==> config.mk <==
export PLATFORM = sky130hd
export DESIGN_NAME = board_controller
export DESIGN_NICKNAME = d
export VERILOG_FILES = /design/src/rtl/chess_pkg.sv /design/src/rtl/chess_init_rom.sv /design/src/rtl/board_controller.sv
export SDC_FILE = /design/constraint.sdc
export NUM_CORES = 1
export LEC_CHECK = 0
export ABC_AREA = 1
export CAP_MARGIN = 0
export CORE_UTILIZATION = 25
export DETAILED_ROUTE_END_ITERATION = 7
export GPL_TIMING_DRIVEN = 0
export PLACE_DENSITY_LB_ADDON = 0.3
export SLEW_MARGIN = 20
export SYNTH_ARGS = -nofsm -noshare
export SYNTH_HDL_FRONTEND = slang
export SYNTH_SLANG_ARGS = --single-unit
==> constraint.sdc <==
create_clock -name clk -period 4.7 [get_ports clk]
set_clock_uncertainty 0.15 [all_clocks]
set_input_delay 1.41 -clock clk [delete_from_list [all_inputs] [get_ports clk]]
set_output_delay 1.41 -clock clk [all_outputs]
set_load 0.005 [all_outputs]
==> src/rtl/chess_pkg.sv <==
// Shared chess encodings: piece/color constants, controller state encoding,
// and the standard starting-position lookup used by the board controller.
package chess_pkg;

   localparam logic [2:0] PT_EMPTY  = 3'b000;
   localparam logic [2:0] PT_PAWN   = 3'b001;
   localparam logic [2:0] PT_BISHOP = 3'b010;
   localparam logic [2:0] PT_KNIGHT = 3'b011;
   localparam logic [2:0] PT_ROOK   = 3'b100;
   localparam logic [2:0] PT_QUEEN  = 3'b101;
   localparam logic [2:0] PT_KING   = 3'b110;

   localparam logic COLOR_WHITE = 1'b0;
   localparam logic COLOR_BLACK = 1'b1;

   localparam logic [0:0] ST_INIT = 1'b0;
   localparam logic [0:0] ST_RUN  = 1'b1;

   localparam int NUM_SQUARES = 64;

   typedef struct packed {
      logic       color;
      logic [2:0] ptype;
   } piece_t;

   // An empty square is canonically all-zero regardless of the color bit.
   function automatic logic [3:0] make_piece(input logic color, input logic [2:0] ptype);
      piece_t p;
      p.color = (ptype == PT_EMPTY) ? 1'b0 : color;
      p.ptype = ptype;
      return p;
   endfunction

   function automatic logic [2:0] back_rank_type(input logic [2:0] col);
      logic [2:0] t;
      case (col)
         3'd0, 3'd7: t = PT_ROOK;
         3'd1, 3'd6: t = PT_KNIGHT;
         3'd2, 3'd5: t = PT_BISHOP;
         3'd3:       t = PT_QUEEN;
         default:    t = PT_KING;
      endcase
      return t;
   endfunction

   // Row 0 is the top of the board (black side).
   function automatic logic [3:0] init_piece(input logic [5:0] addr);
      logic [2:0] row;
      logic [2:0] col;
      logic [3:0] p;
      row = addr[5:3];
      col = addr[2:0];
      case (row)
         3'd0:    p = make_piece(COLOR_BLACK, back_rank_type(col));
         3'd1:    p = make_piece(COLOR_BLACK, PT_PAWN);
         3'd6:    p = make_piece(COLOR_WHITE, PT_PAWN);
         3'd7:    p = make_piece(COLOR_WHITE, back_rank_type(col));
         default: p = make_piece(COLOR_WHITE, PT_EMPTY);
      endcase
      return p;
   endfunction

endpackage

==> src/rtl/chess_init_rom.sv <==
// Combinational starting-position lookup: square address in, piece code out.
module chess_init_rom
   import chess_pkg::*;
(
   input  logic [5:0] addr_i,
   output logic [3:0] piece_o
);

   always_comb begin
      piece_o = init_piece(addr_i);
   end

endmodule

==> src/rtl/board_controller.sv <==
// Owns the 64-square board: sweeps in the starting position after reset or
// new_game, otherwise applies single-square writes from the game logic.
//
// state   | meaning
// --------+-----------------------------------------------------------
// ST_INIT | sweeping starting position, one square per cycle; busy=1
// ST_RUN  | accepting wr_en writes with 1-cycle latency
module board_controller
   import chess_pkg::*;
(
   input  logic         clk,
   input  logic         rst,
   input  logic         new_game,
   input  logic         wr_en,
   input  logic [5:0]   wr_address,
   input  logic [3:0]   wr_piece,
   output logic [255:0] passed_board,
   output logic         busy,
   output logic         init_done,
   output logic         wr_rejected
);

   logic [0:0] state_q, state_d;
   logic [5:0] sweep_addr_q, sweep_addr_d;
   logic       busy_q, busy_d;
   logic       init_done_q, init_done_d;
   logic       wr_rejected_q, wr_rejected_d;

   logic       brd_we;
   logic [5:0] brd_addr;
   logic [3:0] brd_data;
   logic [3:0] rom_piece;

   chess_init_rom u_init_rom (
      .addr_i  (sweep_addr_q),
      .piece_o (rom_piece)
   );

   // new_game outranks the sweep, which outranks game-logic writes.
   always_comb begin
      state_d       = state_q;
      sweep_addr_d  = sweep_addr_q;
      busy_d        = busy_q;
      init_done_d   = 1'b0;
      wr_rejected_d = wr_en & (new_game | (state_q == ST_INIT));
      brd_we        = 1'b0;
      brd_addr      = sweep_addr_q;
      brd_data      = rom_piece;

      if (new_game) begin
         state_d      = ST_INIT;
         sweep_addr_d = 6'd0;
         busy_d       = 1'b1;
      end else begin
         case (state_q)
            ST_INIT: begin
               brd_we       = 1'b1;
               sweep_addr_d = sweep_addr_q + 6'd1;
               if (&sweep_addr_q) begin
                  state_d     = ST_RUN;
                  busy_d      = 1'b0;
                  init_done_d = 1'b1;
               end
            end
            default: begin
               if (wr_en) begin
                  brd_we   = 1'b1;
                  brd_addr = wr_address;
                  brd_data = make_piece(wr_piece[3], wr_piece[2:0]);
               end
            end
         endcase
      end
   end

   always_ff @(posedge clk) begin
      if (rst) begin
         state_q       <= ST_INIT;
         sweep_addr_q  <= 6'd0;
         busy_q        <= 1'b1;
         init_done_q   <= 1'b0;
         wr_rejected_q <= 1'b0;
      end else begin
         state_q       <= state_d;
         sweep_addr_q  <= sweep_addr_d;
         busy_q        <= busy_d;
         init_done_q   <= init_done_d;
         wr_rejected_q <= wr_rejected_d;
      end
   end

   for (genvar n = 0; n < NUM_SQUARES; n++) begin : g_sq
      logic [3:0] sq_q;

      always_ff @(posedge clk) begin
         if (rst) begin
            sq_q <= 4'b0000;
         end else if (brd_we && (brd_addr == 6'(n))) begin
            sq_q <= brd_data;
         end
      end

      assign passed_board[4*n +: 4] = sq_q;
   end

   assign busy        = busy_q;
   assign init_done   = init_done_q;
   assign wr_rejected = wr_rejected_q;

endmodule

# [After elaboration in Yosys (flattened, before gate mapping)]
# Cells that the tools add are included.
[totals] latch_bits=0 reg_bits=266 memories=0 output_inout_bits=259 rom_bits=0 word_cells=237 in_bits=14 mem_bits_rw=0
[op_classes] mux=16 n_eq_ne=72 bitwise_logic=3 addsub=1 n_div=0 n_shift=0 n_reduce_logical=76 magnitude_cmp=0 mul=0
[ops] operator="equality test 6 bit (second input constant)" n=32
[ops] operator="equality test 6 x 5 -> 1 bit (second input constant)" n=16
[ops] operator="logical AND 1 bit" n=64
[ops] operator="equality test 6 x 4 -> 1 bit (second input constant)" n=8
[ops] operator="equality test 6 x 3 -> 1 bit (second input constant)" n=4
[ops] operator="2-to-1 mux 6 bit" n=3
[ops] operator="one-hot mux 4 bit (4 select lines)" n=1
[ops] operator="equality test 3 bit (second input constant)" n=5
[ops] operator="equality test 6 x 2 -> 1 bit (second input constant)" n=2
[ops] operator="logical NOT 3 bit" n=4
[ops] operator="2-to-1 mux 4 bit" n=3
[ops] operator="one-hot mux 3 bit (4 select lines)" n=1
[ops] operator="OR reduction 2 bit" n=4
[ops] operator="2-to-1 mux 1 bit" n=7
[ops] operator="AND reduction 7 bit" n=1
[ops] operator="adder 6 x 1 -> 6 bit (second input constant)" n=1
[ops] operator="equality test 3 x 1 -> 1 bit (second input constant)" n=2
[ops] operator="equality test 3 x 2 -> 1 bit (second input constant)" n=2
[ops] operator="equality test 6 x 1 -> 1 bit (second input constant)" n=1
[ops] operator="logical NOT 6 bit" n=1
[ops] operator="AND reduction 6 bit" n=1
[ops] operator="2-to-1 mux 3 bit" n=1
[ops] operator="OR reduction 3 bit" n=1
[ops] operator="bitwise AND 1 bit" n=1
[ops] operator="2 further kinds" n=2

# [Longest topological paths before layout]
[logic_depth] depth_word=10 depth_mapped=12 ltp_nobuf=10

# [Modules after synthesis]
# From an unflattened synthesis, not the netlist that was laid out.
[hier_totals] hier_cells=1630 hier_area_um2=11409.7
[modules_own_cells] mod="board_controller" cells_per_inst=1609 area_each_um2=11314.6 seq_area_each_um2=5325.1 n_inst=1
[modules_own_cells] mod="chess_init_rom" cells_per_inst=21 area_each_um2=95.1 seq_area_each_um2=0.0 n_inst=1

# [Least setup slack after synthesis]
# Ideal clock, no wire load.
[synth_path] path_kind="input to register" from="input port new_game" to="register g_sq[48].sq_q[3]" setup_time_ns=0.115 slack_ns=1.915 arrival_time_ns=2.520 n_path_buf=3 path_stages=11 t_required_ns=4.435 path_cell_list="inv_2 -> buf_2 -> nand4_1 -> nand2_1 -> nand2_1 -> nor2_2 -> buf_2 -> buf_2 -> nand3_1 -> nand2_1 -> nor2_1"
[synth_via] elab_chain_cells=3
[synth_lines] item="start: declaration" line_no="board_controller.sv:13" rtl="input logic new_game,"
[synth_lines] item="2-to-1 mux 6 bit" line_no="board_controller.sv:50" rtl="if (new_game) begin"
[synth_lines] item="equality test 6 bit" line_no="board_controller.sv:98" rtl="end else if (brd_we && (brd_addr == 6'(n))) begin"
[synth_lines] item="logical AND 1 bit" line_no="board_controller.sv:98"
[synth_lines] item="end signal: assignment" line_no="board_controller.sv:99" rtl="sq_q <= brd_data;"
[synth_lines] item="end: declaration" line_no="board_controller.sv:93" rtl="logic [3:0] sq_q;"
# Parallel ways exist; a longest one is shown, timed or not.
# A chain may end at the register's enable or synchronous reset.

# [Worst setup path in the final report]
[layout_path] from="input port wr_en" to="register g_sq[1].sq_q[0]"
[layout_via] elab_chain_cells=5
[layout_lines] item="start: declaration" line_no="board_controller.sv:14" rtl="input logic wr_en,"
[layout_lines] item="2-to-1 mux 6 bit" line_no="board_controller.sv:66" rtl="if (wr_en) begin"
[layout_lines] item="2-to-1 mux 6 bit" line_no="board_controller.sv:55" rtl="case (state_q)"
[layout_lines] item="2-to-1 mux 6 bit" line_no="board_controller.sv:50"
[layout_lines] item="equality test 6 x 1 -> 1 bit" line_no="board_controller.sv:98"
[layout_lines] item="logical AND 1 bit" line_no="board_controller.sv:98"
[layout_lines] item="end signal: assignment" line_no="board_controller.sv:99"
[layout_lines] item="end: declaration" line_no="board_controller.sv:93"
# Parallel ways exist; a longest one is shown, timed or not.

==> results_dict.tcl <==
set metrics [dict create \
    yosysUniqueCellTypes 23 \
    final_weighted_congestion_of_routability_driven_global_placement 0.795 \
    fin_crit_sh 0.765 \
    path_cells "clkdlybuf4s50_1 -> buf_2 -> nand4_1 -> nand2_1 -> nand2_1 -> nor2_1 -> buf_4 -> nand2_2 -> nand2_1 -> nand2_1 -> nor2_1" \
    average_wire_per_standard_cell_um 15.5 \
    syn-mean-instance-area_sq_um 6.48 \
    core_area_sq_um 45500 \
    start_util 0.254 \
    worst_slew_pin_slew_ns 1.04 \
    worst_setup_path_category "in2reg" \
    largest_net_degree_at_the_start_of_global_routing 12 \
    postPlaceCellArea_sq_um 15000 \
    path_buf_inv 3 \
    final.setup.tns_ns 0 \
    worst_setup_path_startpoint "wr_en" \
    cts_hold_buf 0 \
    avgViaCountPerCell 4.20 \
    timing.critical_path.slowest_cell_delay_ns 0.56 \
    detailedPlacementHpwl_mm 30.8 \
    p_per_area_nw_per_um2 317 \
    timing.critical_path.depth 11 \
    grt_first_pass_wirelength_mm 63.6 \
    grt_antenna_before_repair 0 \
    synth-edff-count 0 \
    worst_r2r_startpoint "sweep_addr_q[2]$_SDFFE_PP0N_" \
    die-area_sq_um 47200 \
    cts.repair_timing.setup_buffer_count 0 \
    hold_start "g_sq[48].sq_q[3]$_SDFFE_PP0P_" \
    post_route_cells_drive_above_1_share 0.0728 \
    cts-buffers-inserted 34 \
    regToRegEndpoint "g_sq[33].sq_q[1]$_SDFFE_PP0P_" \
    area_growth_pct 39.8 \
    dieHeight_um 217 \
    clkTransAtPathRegs_ns 0.06 \
    crit_path_start_kind "input pin" \
    num_rows 78 \
    cp-end-kind "register" \
    antenna_cells 0 \
    worstPathRequired_ns 5.02 \
    critical_path_s_most_frequent_cell "nand2_1" \
    synthesis.yosys.warnings 0 \
    ff2ff_path_depth 10 \
    yosys-top-cells-count "nand2_1 (532), nor2_1 (471), dfxtp_1 (266), inv_1 (209), a21oi_1 (71)" \
    synth.top_cell.area_share 0.460 \
    total_number_of_vias 11400 \
    clock_insertion_delay_worst_skew_ns 0.53 \
    finalInstanceArea_sq_um 16200 \
    dominant_register_cell_in_the_synthesized_netlist "dfxtp_1" \
    clkSinkCount 266 \
    leakagePower_nw 7.43 \
    fmax_ghz 0.278 \
    grt_util_all_layers 0.177 \
    post_synth_inst_count 1786 \
    power.ir.vdd_worst_mv 0.230 \
    cts_tree "done" \
    timing.final.hold_violations 0 \
    io_buffers 272 \
    synth_most_common_cell "nand2_1" \
    clock_h_tree_levels 2 \
    finalNetCount 2114 \
    cp.arrival_ns 3.91 \
    global_route.overflow_total 0 \
    synth-seq-area-share 0.460 \
    synthTopCellsByArea "dfxtp_1 (46%), nand2_1 (17%), nor2_1 (15%), inv_1 (6.8%), a21oi_1 (3.1%)" \
    clk_path_buf_depth 3 \
    detail_route.first_pass.iterations 4 \
    timing.hold.worst.class "reg2reg" \
    synth_area_sq_um 11600 \
    worst_path_max_delay_cell "nor2_1" \
    regToRegSetupSlack_ns 1.98 \
    setup-violations-final 0 \
    cts-root-buf "clkbuf_16" \
    post-synth-top-area-cell "dfxtp_1" \
    routed_wl_mm 42.1 \
    drcViolationCount 0 \
    final_antenna_net_count 0 \
    slew_viol_final 0 \
    post_cts.resized_instances 0 \
    number_of_storage_elements_in_the_synthesis_netlist 266 \
    die-width_um 217 \
    status "completed" \
    slew_headroom 0.307 \
    critical-path-top-delay-family "simple AND/OR/NAND/NOR gates" \
    setup_repair_after_global_routing_missed_its_margin "false" \
    layout_min_cycle_time_ns 3.60 \
    vias_in_the_first_global_route 11000 \
    pin_count 273 \
    cap_violations 0 \
    crit_end "g_sq[1].sq_q[0]$_SDFFE_PP0P_" \
    synthesis.nets 1806 \
    critical_path.max_fanout 10 \
    asyncSetResetFlopFracSynth 0 \
    detail_route.iter0.violations 525 \
]
[cells in the final DEF (no fill, tap or decap), types with 2 or more instances in the layout]
cell / synthesis / final
nand4_1: 12 / 12
ha_1: 6 / 6
buf_4: 30 / 30
a21oi_1: 71 / 71
nor3_1: 3 / 3
o21ai_0: 6 / 6
buf_1: 6 / 6
nor2_2: 10 / 10
inv_1: 209 / 209
clkbuf_16: 0 / 35
nor2_1: 471 / 471
clkinvlp_4: 0 / 2
clkbuf_8: 0 / 5
nand2_2: 32 / 32
inv_2: 3 / 3
nand2_1: 532 / 532
dfxtp_1: 266 / 266
clkdlybuf4s50_1: 0 / 272
clkinv_2: 0 / 5
clkbuf_1: 32 / 38
nand3_1: 67 / 67
bufinv_16: 0 / 3
clkinv_8: 0 / 2
buf_2: 24 / 24
[flip-flops by register name (all words and copies together), names as in the netlist]
register	cells
busy	1
sweep_addr_q	6
wr_rejected	1
state_q	1
init_done	1
g_sq.sq_q	256
[worst min-delay path by stage]
stage	end	slack [ns]	depth (start not counted)
final	g_sq[48].sq_q[3]$_SDFFE_PP0P_	0.33	2
after floorplan	g_sq[0].sq_q[3]$_SDFFE_PP0P_	0.33	2
after global placement	g_sq[32].sq_q[3]$_SDFFE_PP0P_	0.31	2
after global routing	g_sq[24].sq_q[3]$_SDFFE_PP0P_	0.36	2
after detailed placement	g_sq[24].sq_q[3]$_SDFFE_PP0P_	0.32	2
after CTS	g_sq[32].sq_q[3]$_SDFFE_PP0P_	0.33	2
[per-layer routing]
layer | global-route usage | vias up | part of all wire
met5 | 0 | - | 0
met4 | 0.0547 | 0 | 0.025
met3 | 0.0507 | 59 | 0.068
met2 | 0.298 | 283 | 0.46
met1 | 0.218 | 5153 | 0.45
li1 | - | 5915 | -
[through the flow]
stage	power, W	cells	hold slack (ns)	setup slack (ns)	utilization
CTS	0.00523	2716	0.333	1.17	0.356
floorplan	0.00244	1786	0.325	1.92	-
global placement	0.00254	2658	0.311	0.630	0.331
global route	0.00533	2716	0.357	1.05	0.356
finish	0.00513	2716	0.330	1.10	0.356
detailed placement	0.00254	2658	0.319	0.594	0.331
[cell type report]
class	count	area [sq um]
flip-flops and latches	266	5330
inverters	213	800
clock buffers	46	967
well taps	600	751
multi-input cells	1214	4950
clock inverters	12	163
plain buffers	93	499
fillers	4869	29300
repair buffers	272	2720
[worst min-delay path: stages (launching register included)]
cell and delay (ns):
dfxtp_1 0.32, a21oi_1 0.04, nor2_1 0.08
[power breakdown]
part	internal, W	leakage [nW]	switching (W)
Clock	0.00161	0.550	0.00103
Combinational	0.0000624	4.73	0.000158
Sequential	0.00226	2.14	0.00000497
[cells by family (layout without fill, tap and decap cells)]
group | count (synthesis) | count (layout) | synth area share
adder cells (fa/ha/maj) | 6 | 6 | 0.00649
AO/OA/AOI/OAI | 80 | 80 | 0.0355
flip-flops | 266 | 266 | 0.460
AND/OR/NAND/NOR | 1128 | 1128 | 0.386
buffers and inverters | 306 | 636 | 0.112
(Power assumes the default switching activity.)
